$ cat config.mk
export PLATFORM = sky130hd
export DESIGN_NAME = n_bit_shift_engine
export DESIGN_NICKNAME = d
export VERILOG_FILES = /design/src/rtl/n_bit_shift_engine.sv
export SDC_FILE = /design/constraint.sdc
export NUM_CORES = 1
export LEC_CHECK = 0
export CELL_PAD_IN_SITES_DETAIL_PLACEMENT = 1
export CELL_PAD_IN_SITES_GLOBAL_PLACEMENT = 1
export CORE_ASPECT_RATIO = 2
export CORE_MARGIN = 2
export CORE_UTILIZATION = 46
export CTS_BUF_LIST = sky130_fd_sc_hd__clkbuf_8 sky130_fd_sc_hd__clkbuf_16
export DETAILED_ROUTE_END_ITERATION = 10
export DONT_BUFFER_PORTS = 1
export GPL_ROUTABILITY_DRIVEN = 0
export GPL_TIMING_DRIVEN = 1
export PLACE_DENSITY_LB_ADDON = 0.1
export SKIP_LAST_GASP = 1
export SLEW_MARGIN = 20
export SYNTH_ARGS = -nofsm -noshare
export SYNTH_HDL_FRONTEND = slang
export SYNTH_SLANG_ARGS = --single-unit
$ cat constraint.sdc
create_clock -name clk -period 2.8 [get_ports clk]
set_input_delay 0.56 -clock clk [delete_from_list [all_inputs] [get_ports clk]]
set_output_delay 0.56 -clock clk [all_outputs]
set_load 0.02 [all_outputs]
$ cat src/rtl/n_bit_shift_engine.sv
// Multi-cycle shift/rotate register: moves up to STEP bits per clock until the
// requested distance is covered, with load/zero/nop single-cycle operations.
module n_bit_shift_engine #(
  parameter int unsigned N    = 8,
  parameter int unsigned STEP = 1,
  parameter int unsigned AW   = 4
) (
  input  logic          clk,
  input  logic          clr,
  input  logic          start,
  input  logic [2:0]    op,
  input  logic [AW-1:0] amt,
  input  logic [N-1:0]  D,
  input  logic          Ds,
  output logic [N-1:0]  Q,
  output logic          busy,
  output logic          done,
  output logic          sout
);

  localparam logic [2:0] OP_LOAD = 3'b000;
  localparam logic [2:0] OP_SHL  = 3'b001;
  localparam logic [2:0] OP_SHR  = 3'b010;
  localparam logic [2:0] OP_SAR  = 3'b011;
  localparam logic [2:0] OP_ROL  = 3'b100;
  localparam logic [2:0] OP_ROR  = 3'b101;
  localparam logic [2:0] OP_ZERO = 3'b110;
  localparam logic [2:0] OP_NOP  = 3'b111;

  typedef enum logic [1:0] {IDLE, SHIFT, DONE} state_t;

  state_t        state, state_nxt;
  logic [N-1:0]  q_nxt;
  logic          sout_nxt;
  logic [AW-1:0] rem, rem_nxt;
  logic [2:0]    op_q, op_nxt;
  logic          ds_q, ds_nxt;

  int unsigned     k_c;
  logic            fill_c;
  logic [2*N-1:0]  ext_c;
  logic [N-1:0]    step_q_c;
  logic            step_sout_c;

  // One step of k bits: the doubled vector supplies fill/wrap bits to shift in.
  always_comb begin
    k_c         = (32'(rem) > STEP) ? STEP : 32'(rem);
    fill_c      = (op_q == OP_SAR) ? Q[N-1] : ds_q;
    ext_c       = '0;
    step_q_c    = Q;
    step_sout_c = sout;
    case (op_q)
      OP_SHL: begin
        ext_c       = {Q, {N{fill_c}}} << k_c;
        step_q_c    = ext_c[2*N-1:N];
        step_sout_c = |(Q & (N'(1) << (N - k_c)));
      end
      OP_SHR, OP_SAR: begin
        ext_c       = {{N{fill_c}}, Q} >> k_c;
        step_q_c    = ext_c[N-1:0];
        step_sout_c = |(Q & (N'(1) << (k_c - 1)));
      end
      OP_ROL: begin
        ext_c       = {Q, Q} << k_c;
        step_q_c    = ext_c[2*N-1:N];
        step_sout_c = |(Q & (N'(1) << (N - k_c)));
      end
      OP_ROR: begin
        ext_c       = {Q, Q} >> k_c;
        step_q_c    = ext_c[N-1:0];
        step_sout_c = |(Q & (N'(1) << (k_c - 1)));
      end
      default: ;
    endcase
  end

  // Next-state and datapath updates
  always_comb begin
    state_nxt = state;
    q_nxt     = Q;
    sout_nxt  = sout;
    rem_nxt   = rem;
    op_nxt    = op_q;
    ds_nxt    = ds_q;
    case (state)
      SHIFT: begin
        q_nxt    = step_q_c;
        sout_nxt = step_sout_c;
        rem_nxt  = rem - AW'(k_c);
        if (32'(rem) <= STEP) state_nxt = DONE;
      end
      default: begin
        state_nxt = IDLE;
        if (start) begin
          op_nxt = op;
          ds_nxt = Ds;
          case (op)
            OP_LOAD: begin
              q_nxt     = D;
              state_nxt = DONE;
            end
            OP_ZERO: begin
              q_nxt     = '0;
              state_nxt = DONE;
            end
            OP_NOP: state_nxt = DONE;
            default: begin
              if (amt == '0) begin
                state_nxt = DONE;
              end else begin
                rem_nxt   = amt;
                state_nxt = SHIFT;
              end
            end
          endcase
        end
      end
    endcase
  end

  always_ff @(posedge clk) begin
    if (clr) begin
      state <= IDLE;
      Q     <= '0;
      sout  <= 1'b0;
      rem   <= '0;
      op_q  <= OP_NOP;
      ds_q  <= 1'b0;
      busy  <= 1'b0;
      done  <= 1'b0;
    end else begin
      state <= state_nxt;
      Q     <= q_nxt;
      sout  <= sout_nxt;
      rem   <= rem_nxt;
      op_q  <= op_nxt;
      ds_q  <= ds_nxt;
      busy  <= (state_nxt == SHIFT);
      done  <= (state_nxt == DONE);
    end
  end

endmodule

Word-level counts from Yosys, hierarchy flattened
Cells that the tools add are included.
{ "word_totals": {"ff_bits": 21, "in_bits": 19, "out_inout_bits": 11, "word_cells": 66} }
{ "classes": {"addsub": 3, "magnitude_cmp": 2, "n_eq_ne": 13, "n_shift": 6, "n_mux": 16, "bitwise": 3, "n_reduce_logical": 15} }
{ "ops": {"columns": ["op", "count"], "rows": [
  ["<< shifter 1 x 32 -> 8 bit (first input constant)", 2],
  ["one-hot mux 8 bit (4 select lines)", 1],
  ["<< shifter 16 x 4 -> 16 bit", 2],
  [">> shifter 16 x 4 -> 8 bit", 2],
  ["2-to-1 mux 4 bit", 5],
  ["AND 8 bit", 2],
  ["2-to-1 mux 8 bit", 2],
  ["one-hot mux 8 bit (2 select lines)", 1],
  ["OR reduction 8 bit", 2],
  ["== test 3 bit (second input constant)", 4],
  ["2-to-1 mux 2 bit", 5],
  ["== test 3 x 2 -> 1 bit (second input constant)", 2],
  ["AND reduction 3 bit", 2],
  ["OR reduction 3 bit", 2],
  ["!= test 5 x 1 -> 1 bit (second input constant)", 1],
  ["subtractor 4 x 1 -> 5 bit (second input constant)", 1],
  ["subtractor 4 x 4 -> 5 bit (first input constant)", 1],
  ["== test 2 x 1 -> 1 bit (second input constant)", 2],
  ["> comparator 4 x 1 -> 1 bit (second input constant)", 1],
  ["<= comparator 4 x 1 -> 1 bit (second input constant)", 1],
  ["logical NOT 4 bit", 1],
  ["!= test 2 x 1 -> 1 bit (second input constant)", 2],
  ["AND reduction 2 bit", 2],
  ["nonzero test 2 bit", 2],
  ["other kinds (9)", 10]
]} }

Logic depth before layout (Yosys ltp)
{ "logic_depth": {"word_depth": 7, "ltp_mapped": 9, "depth_no_buf": 8} }

Least setup slack after synthesis
No wires, ideal clock.
{ "synth_path": {"path_kind": "register to register", "startpoint": "register rem[0]", "endpoint": "register sout", "t_arrival_ns": 2.047, "path_slack_ns": 0.625, "path_stages_with_launch": 8, "n_path_buf": 1, "synth_period_minus_slack_ns": 2.175, "cell_sequence": "dfxtp_1 or4_4 buf_6 clkinv_4 ha_1 mux4_2 a41oi_1 a221oi_1"} }
{ "synth_between": {"elab_chain_cells": 7} }
{ "synth_rtl": {"columns": ["element", "line", "source"], "rows": [
  ["start, declared", "35", "logic [AW-1:0] rem, rem_nxt;"],
  ["start signal, assigned", "135", "rem <= rem_nxt;"],
  ["> comparator 4 x 1 -> 1 bit", "47", "k_c = (32'(rem) > STEP) ? STEP : 32'(rem);"],
  ["2-to-1 mux 4 bit (*)", "47", null],
  ["subtractor 4 x 1 -> 5 bit or subtractor 4 x 4 -> 5 bit (tied branches)", null, null],
  ["<< shifter 1 x 32 -> 8 bit (on tied branches)", null, null],
  ["AND 8 bit (on tied branches)", null, null],
  ["OR reduction 8 bit (on tied branches)", null, null],
  ["one-hot mux 1 bit (2 select lines) (*)", "52", "case (op_q)"],
  ["end signal, assigned", "134", "sout <= sout_nxt;"],
  ["end, declared", "18", "output logic sout"]
]} }
Every way passes the cells marked *; elsewhere a longest branch is shown, timed or not.
A chain may end at the register's enable or synchronous reset.

Worst setup path in the final report
Ends and elaborated chain as after synthesis.

==> impl_metrics.toml <==
[status]
status = "completed"

[route]
firstDrtPassIters = 4
drt-total-wl_um = 3900
viasPerCell = 6.58
dr_wl_met2_um = 2170
vias = 1283
top_layer = "met4"
wl_per_cell_um = 20.0
ant_nets = 0
wl_met3_um = 227
drt_iter0_drc = 38
drc = 0
drt-met1-wl_um = 1350

[timing]
grt_setup_unrepaired = "no"
timing.fmax_mhz = 425
fin_tns_setup_ns = 0
finalSetupViolCount = 0
tightest_slew_ns = 0.840
maxSlewViolCount = 0
finalCritPeriodShare = 0.841
fin_crit_ns = 2.36
skew_ns = 0.00194
hold_viol_final = 0
maxSlewHeadroom = 0.437

[grt]
gr-usage-all-layers = 0.232
grt_max_degree = 15
grt_overflow = 0
first_global_vias = 1382
grt_pass1_wl_um = 6410
antenna_found_initial = 0

[final_layout]
multi_input_comb_area_um2 = 920
final_cells = 195
syn_to_final_growth_pct = 2.36
fillers = 384
antenna_cells = 0
seq_area_um2 = 420
final_nets = 192
final_layout_size_suffix_gt1_frac = 0.103
postLayoutCoreUtil = 0.492

[clock_network]
cts.clk_slew.worst_paths_ns = 0.08
cts_buffer_depth = 2
clock_sinks = 21
cts_setup_buffers = 0
cts_resized = 0
root_buffer = "clkbuf_8"
cts_buffers = 3
clkLatencyLatePin_ns = 0.27
cts_tree = "built"
cts_hold_repair.buffers = 0
htree_levels = 1

[die]
die_h_um = 82.9
rows = 28
die_x_um = 43.5
die_area_um2 = 3600
start_util = 0.481
core_um2 = 2980
io_pins = 30

[power_and_ir_drop]
leakagePower_nw = 0.569
p_per_area_nw_per_um2 = 541
peakVddDrop_v = 0.000334

[worst_setup_path]
timing.critical_path.from = "rem[0]"
crit_type = "flip-flop to flip-flop"
cp-start-kind = "flip-flop"
r2r_setup_slack_ns = 0.44
r2r_start = "rem[0]"
crit_end = "sout"
crit_arrival_ns = 2.50
worstReg2RegEnd = "sout"
crit_required_ns = 2.95
endpoint_kind = "flip-flop"
critPathMaxFanout = 9
reg2regPathDepth = 6

[synthesis]
synth_edf_count = 0
yosysWarnings = 0
yosysUniqueCellTypes = 53
syn_area_per_cell_um2 = 8.68
postSynth.asyncResetShare = 0
ys_ff_latch = 21
synth_ff_type = "dfxtp_1"
netlist_instances = 165
ys_seq_area_frac = 0.293
syn_area_um2 = 1430

[min_path]
min_path_type = "input pin to flip-flop"

[place]
dp.cells = 191
hpwl_um = 3060
io_buffers = 0

[flow_run]
cap_violations = 0
-- layout make-up --
type | instances | share of cell area
Timing Repair Buffer | 1 | 0.00512
Clock inverter | 1 | 0.00341
Clock buffer | 3 | 0.0282
Tap cell | 30 | 0.0256
Sequential cell | 21 | 0.287
Inverter | 8 | 0.0239
Multi-Input combinational cell | 131 | 0.627
-- cells by family after synthesis --
group,Yosys count,synth area share
xor+xnor,1,0.00611
other cells,2,0.00524
simple gates,56,0.206
buf+inv,16,0.0725
compound gates,51,0.269
fa+ha+maj,7,0.0611
flops,21,0.293
mux,11,0.0865
-- critical path, cell delays in order (launching register included) --
cell,delay [ns]
dfxtp_1,0.34
or4_4,0.66
clkinv_4,0.11
ha_1,0.24
mux4_2,0.51
a41oi_1,0.24
a221oi_1,0.13
-- per-layer routing --
metal  global-route usage  up-vias
met3               0.0587       13
met1                0.224      614
li1                     -      608
met5                    0        -
met4                0.118        0
met2                0.425       48
-- flip-flops by register name, indices dropped and copies added (netlist names) --
signal and cells:
Q 8, rem 4, op_q 3, state 2, busy 1, done 1, ds_q 1, sout 1
-- power breakdown --
| part | switching [mW] | leakage [nW] | internal [mW] | total [mW] |
|---|---|---|---|---|
| Sequential | 0.0458 | 0.172 | 0.322 | 0.368 |
| Clock | 0.111 | 0.0255 | 0.0996 | 0.210 |
| Combinational | 0.126 | 0.371 | 0.0881 | 0.214 |
| Total | 0.283 | 0.569 | 0.510 | 0.793 |
-- worst min-delay path by stage --
stage / start / to / slack, ns / depth (start not counted)
after floorplan: ds_q / ds_q / 0.46 / 2
after global placement: ds_q / ds_q / 0.47 / 2
after detailed placement: ds_q / ds_q / 0.48 / 2
after CTS: clr / Q[6] / 0.34 / 1
after global routing: clr / Q[6] / 0.33 / 1
final: clr / Q[6] / 0.35 / 1
-- synthesized netlist by cell type, types with 3 or more instances --
library cell / n / share of area
mux2i_1: 9 / 0.063
o21ai_0: 6 / 0.021
nand2b_1: 3 / 0.013
nor2_1: 7 / 0.018
nand3_1: 11 / 0.038
a21oi_1: 14 / 0.049
clkbuf_1: 3 / 0.0079
inv_1: 7 / 0.018
dfxtp_1: 21 / 0.29
nand2_1: 19 / 0.050
o2bb2ai_1: 4 / 0.024
ha_1: 7 / 0.061
a2bb2oi_1: 4 / 0.024
a222oi_1: 3 / 0.021
-- metrics by stage --
step / worst slack, ns / hold WS (ns) / area [µm²] / total power [mW]
3_5_place_dp: 0.480 / 0.478 / 1420 / 0.588
3_3_place_gp: 0.576 / 0.475 / 1420 / 0.578
5_1_grt: 0.322 / 0.333 / 1470 / 0.838
6_report: 0.445 / 0.345 / 1470 / 0.793
4_1_cts: 0.461 / 0.339 / 1470 / 0.798
2_1_floorplan: 0.625 / 0.459 / 1440 / 0.560
-- cells in the final DEF, fill, tap and decap left out, types with 2 or more instances in the layout --
cell	instances
conb_1	5
nand2b_1	3
o21ai_0	6
nor2_1	7
clkbuf_8	3
a21oi_1	14
a311oi_1	2
o211a_1	2
dfxtp_1	21
nor2b_1	2
a41oi_1	2
nand3_1	11
ha_1	7
a222oi_1	3
a2bb2oi_1	4
o2bb2ai_1	4
mux2i_1	9
a211oi_1	2
nand4_1	2
inv_1	7
nand2_1	19
nor3_1	2
No activity file was read; power rests on OpenSTA's default activity.
==> RTL edit (same flow settings) <==
The 3 states of `state_t` get a one-hot encoding in 3 bits.
--- a/src/rtl/n_bit_shift_engine.sv
+++ b/src/rtl/n_bit_shift_engine.sv
@@ -28,5 +28,5 @@
   localparam logic [2:0] OP_NOP  = 3'b111;
 
-  typedef enum logic [1:0] {IDLE, SHIFT, DONE} state_t;
+  typedef enum logic [2:0] {IDLE = 3'b001, SHIFT = 3'b010, DONE = 3'b100} state_t;
 
   state_t        state, state_nxt;
Check against the original RTL: same outputs for any inputs over 10 cycles, from zero or initial values; not proved beyond that.
==> RTL edit against the original RTL <==
Sequential cell count rose by 1; clock skew rose by 1.7 ps; total power rose by 1.1%; wire length fell by 3.3%; die area fell by 3.7%; area after synthesis fell by 4.0%; hold slack improved by 6.6 ps; critical path depth rose by 1; cell area barely moved; setup slack got worse by 24 ps.
==> RTL edit: results (changes against the original RTL) <==
- The post-placement cell area was 1396 um2 (-1.7%).
- The total length of routed wires came to 3774 um (-3.3%).
* Maximum cell stage delay along the critical path: 550 ps (-110 ps)
- Sequential share of the synthesized area: 32.03% (+2.7 points)
- Hold path endpoint: rem[3]
- The number of instances resized during post-cts repair came to 0 (unchanged).
* Via count of the first global-routing pass: 1,304 (-5.6%)
* Class of the worst hold path: in2reg
- Clock latency at the later pin of the worst-skew pair: 270 ps (about the same)
- The number of levels the H-tree was split into came to 1 (unchanged).
* Family with the most delay on the worst path: multiplexers
- Slew at the pin with the worst max-slew slack: 557.4 ps (-282.8 ps)
- DP Cell Count: 178 (-6.8%)
- Yosys attributes the largest share of cell area to dfxtp_1 32%, ha_1 6.4%, a222oi_1 4.4%.
- First DRT Iteration DRCs: 22 (-42%)
* Fraction of layout instances using a drive strength above 1: 13.82% (+3.5 points)
- Total via count after detailed routing: 1,225 (-4.5%)
- Clock slew seen by the registers of the worst setup and hold paths: 80 ps (about the same)
- In this run the critical register-to-register path is launched from rem[0].
- The largest registers in the layout are Q x8, rem x4.
- The routed via count divided by cell count is 6.731 (+2.3%).
- Final clock skew: 3.618 ps (+1.678 ps)
- The maximum clock path buffer count was 2 (unchanged).
- The worst reg-to-reg setup slack is 420 ps (-20 ps).
- The cell depth of the worst min-delay path came to 1 (unchanged).
- The total of fill cells in the finished design came to 352 (-8.3%).
- R2R cell count: 7 (+1)
- Synthesis warning total: 0 (unchanged)
- The post-detailed-placement half-perimeter wirelength came to 2970 um (-3.0%).
- Max stage delay cell, worst path: or4_1
* Critical path arrival: 2540 ps (+40 ps)
- The number of diodes added for antenna fixing came to 0 (unchanged).
- In this run the critical register-to-register path is captured at sout.
- Most frequent cells after synthesis: 22 x dfxtp_1, 12 x nand2_1, 10 x a21oi_1
- The global-route wire length before repair is 6147 um (-4.1%).
- Clock tree synthesis selected as its root buffer the cell clkbuf_8.
- Result of the run: completed
- Antenna violations before repair: 0 (unchanged)
- The highest fanout seen on the critical path came to 5 (-4).
- Mean post-synth cell area: 9.167 um2 (+5.6%)
* Overall Global Routing Usage: 23.75% (+0.50 points)
- Maximum ir drop on the vdd rail: 0.2649 mV (-21%)
- The number of I/O port buffers is 0 (unchanged).
* Leakage power figure: 0.5832 nW (+2.5%)
- Largest net degree at the start of global routing: 20 (+5)
* Element type at the critical path start: register
[RTL edit: area by class of cell]
cell class	count	area [um2]	share of cell area [%]
Timing Repair Buffer	3	22.52	1.535
Inverter	4	15.01	1.023
Multi-Input combinational cell	119	880.8	60.02
Clock inverter	1	30.03	2.046
Clock buffer	3	41.29	2.813
Sequential cell	22	440.4	30.01
Tap cell	30	37.54	2.558
[RTL edit: cells by family (layout without fill, tap and decap cells)]
| group | after synthesis | count (layout) | synth area share [%] |
|---|---|---|---|
| buf+inv | 12 | 11 | 4.731 |
| fa+ha+maj | 7 | 7 | 6.369 |
| xor+xnor | 1 | 1 | 0.6371 |
| compound gates | 50 | 50 | 29.30 |
| other cells | 2 | 5 | 0.5462 |
| mux | 5 | 5 | 4.731 |
| flops | 22 | 22 | 32.03 |
| simple gates | 51 | 51 | 21.66 |
[RTL edit: worst max-delay path by stage]
stage          endpoint  slack [ps]  cells after the start
2_1_floorplan      sout         490                      8
6_report           sout         420                      7
3_5_place_dp       sout         450                      7
3_3_place_gp       sout         550                      7
4_1_cts            sout         430                      7
5_1_grt            sout         340                      7
[RTL edit: per-stage QoR]
| step | hold slack [ps] | worst slack, ps | total power, W |
|---|---|---|---|
| 3_5_place_dp | 492.3 | 450.0 | 0.0005051 |
| 5_1_grt | 343.1 | 340.1 | 0.0008328 |
| 3_3_place_gp | 482.0 | 546.7 | 0.0004977 |
| 4_1_cts | 344.9 | 430.0 | 0.0008049 |
| 2_1_floorplan | 462.6 | 486.0 | 0.0004758 |
| 6_report | 351.9 | 420.7 | 0.0008018 |
[RTL edit: routing by layer]
| layer | global-route usage (%) | part of all wire [%] | up-vias |
|---|---|---|---|
| met5 | 0 | 0 | - |
| met4 | 8.438 | 1.4 | 0 |
| met3 | 3.111 | 3.6 | 4 |
| met2 | 48.94 | 58 | 33 |
| met1 | 22.37 | 37 | 606 |
| li1 | - | - | 582 |
[RTL edit: power by group]
part           internal [W]  total [W]  switching, W
Sequential         0.000331   0.000362     0.0000311
Combinational     0.0000604   0.000138     0.0000777
Clock              0.000191   0.000302      0.000111
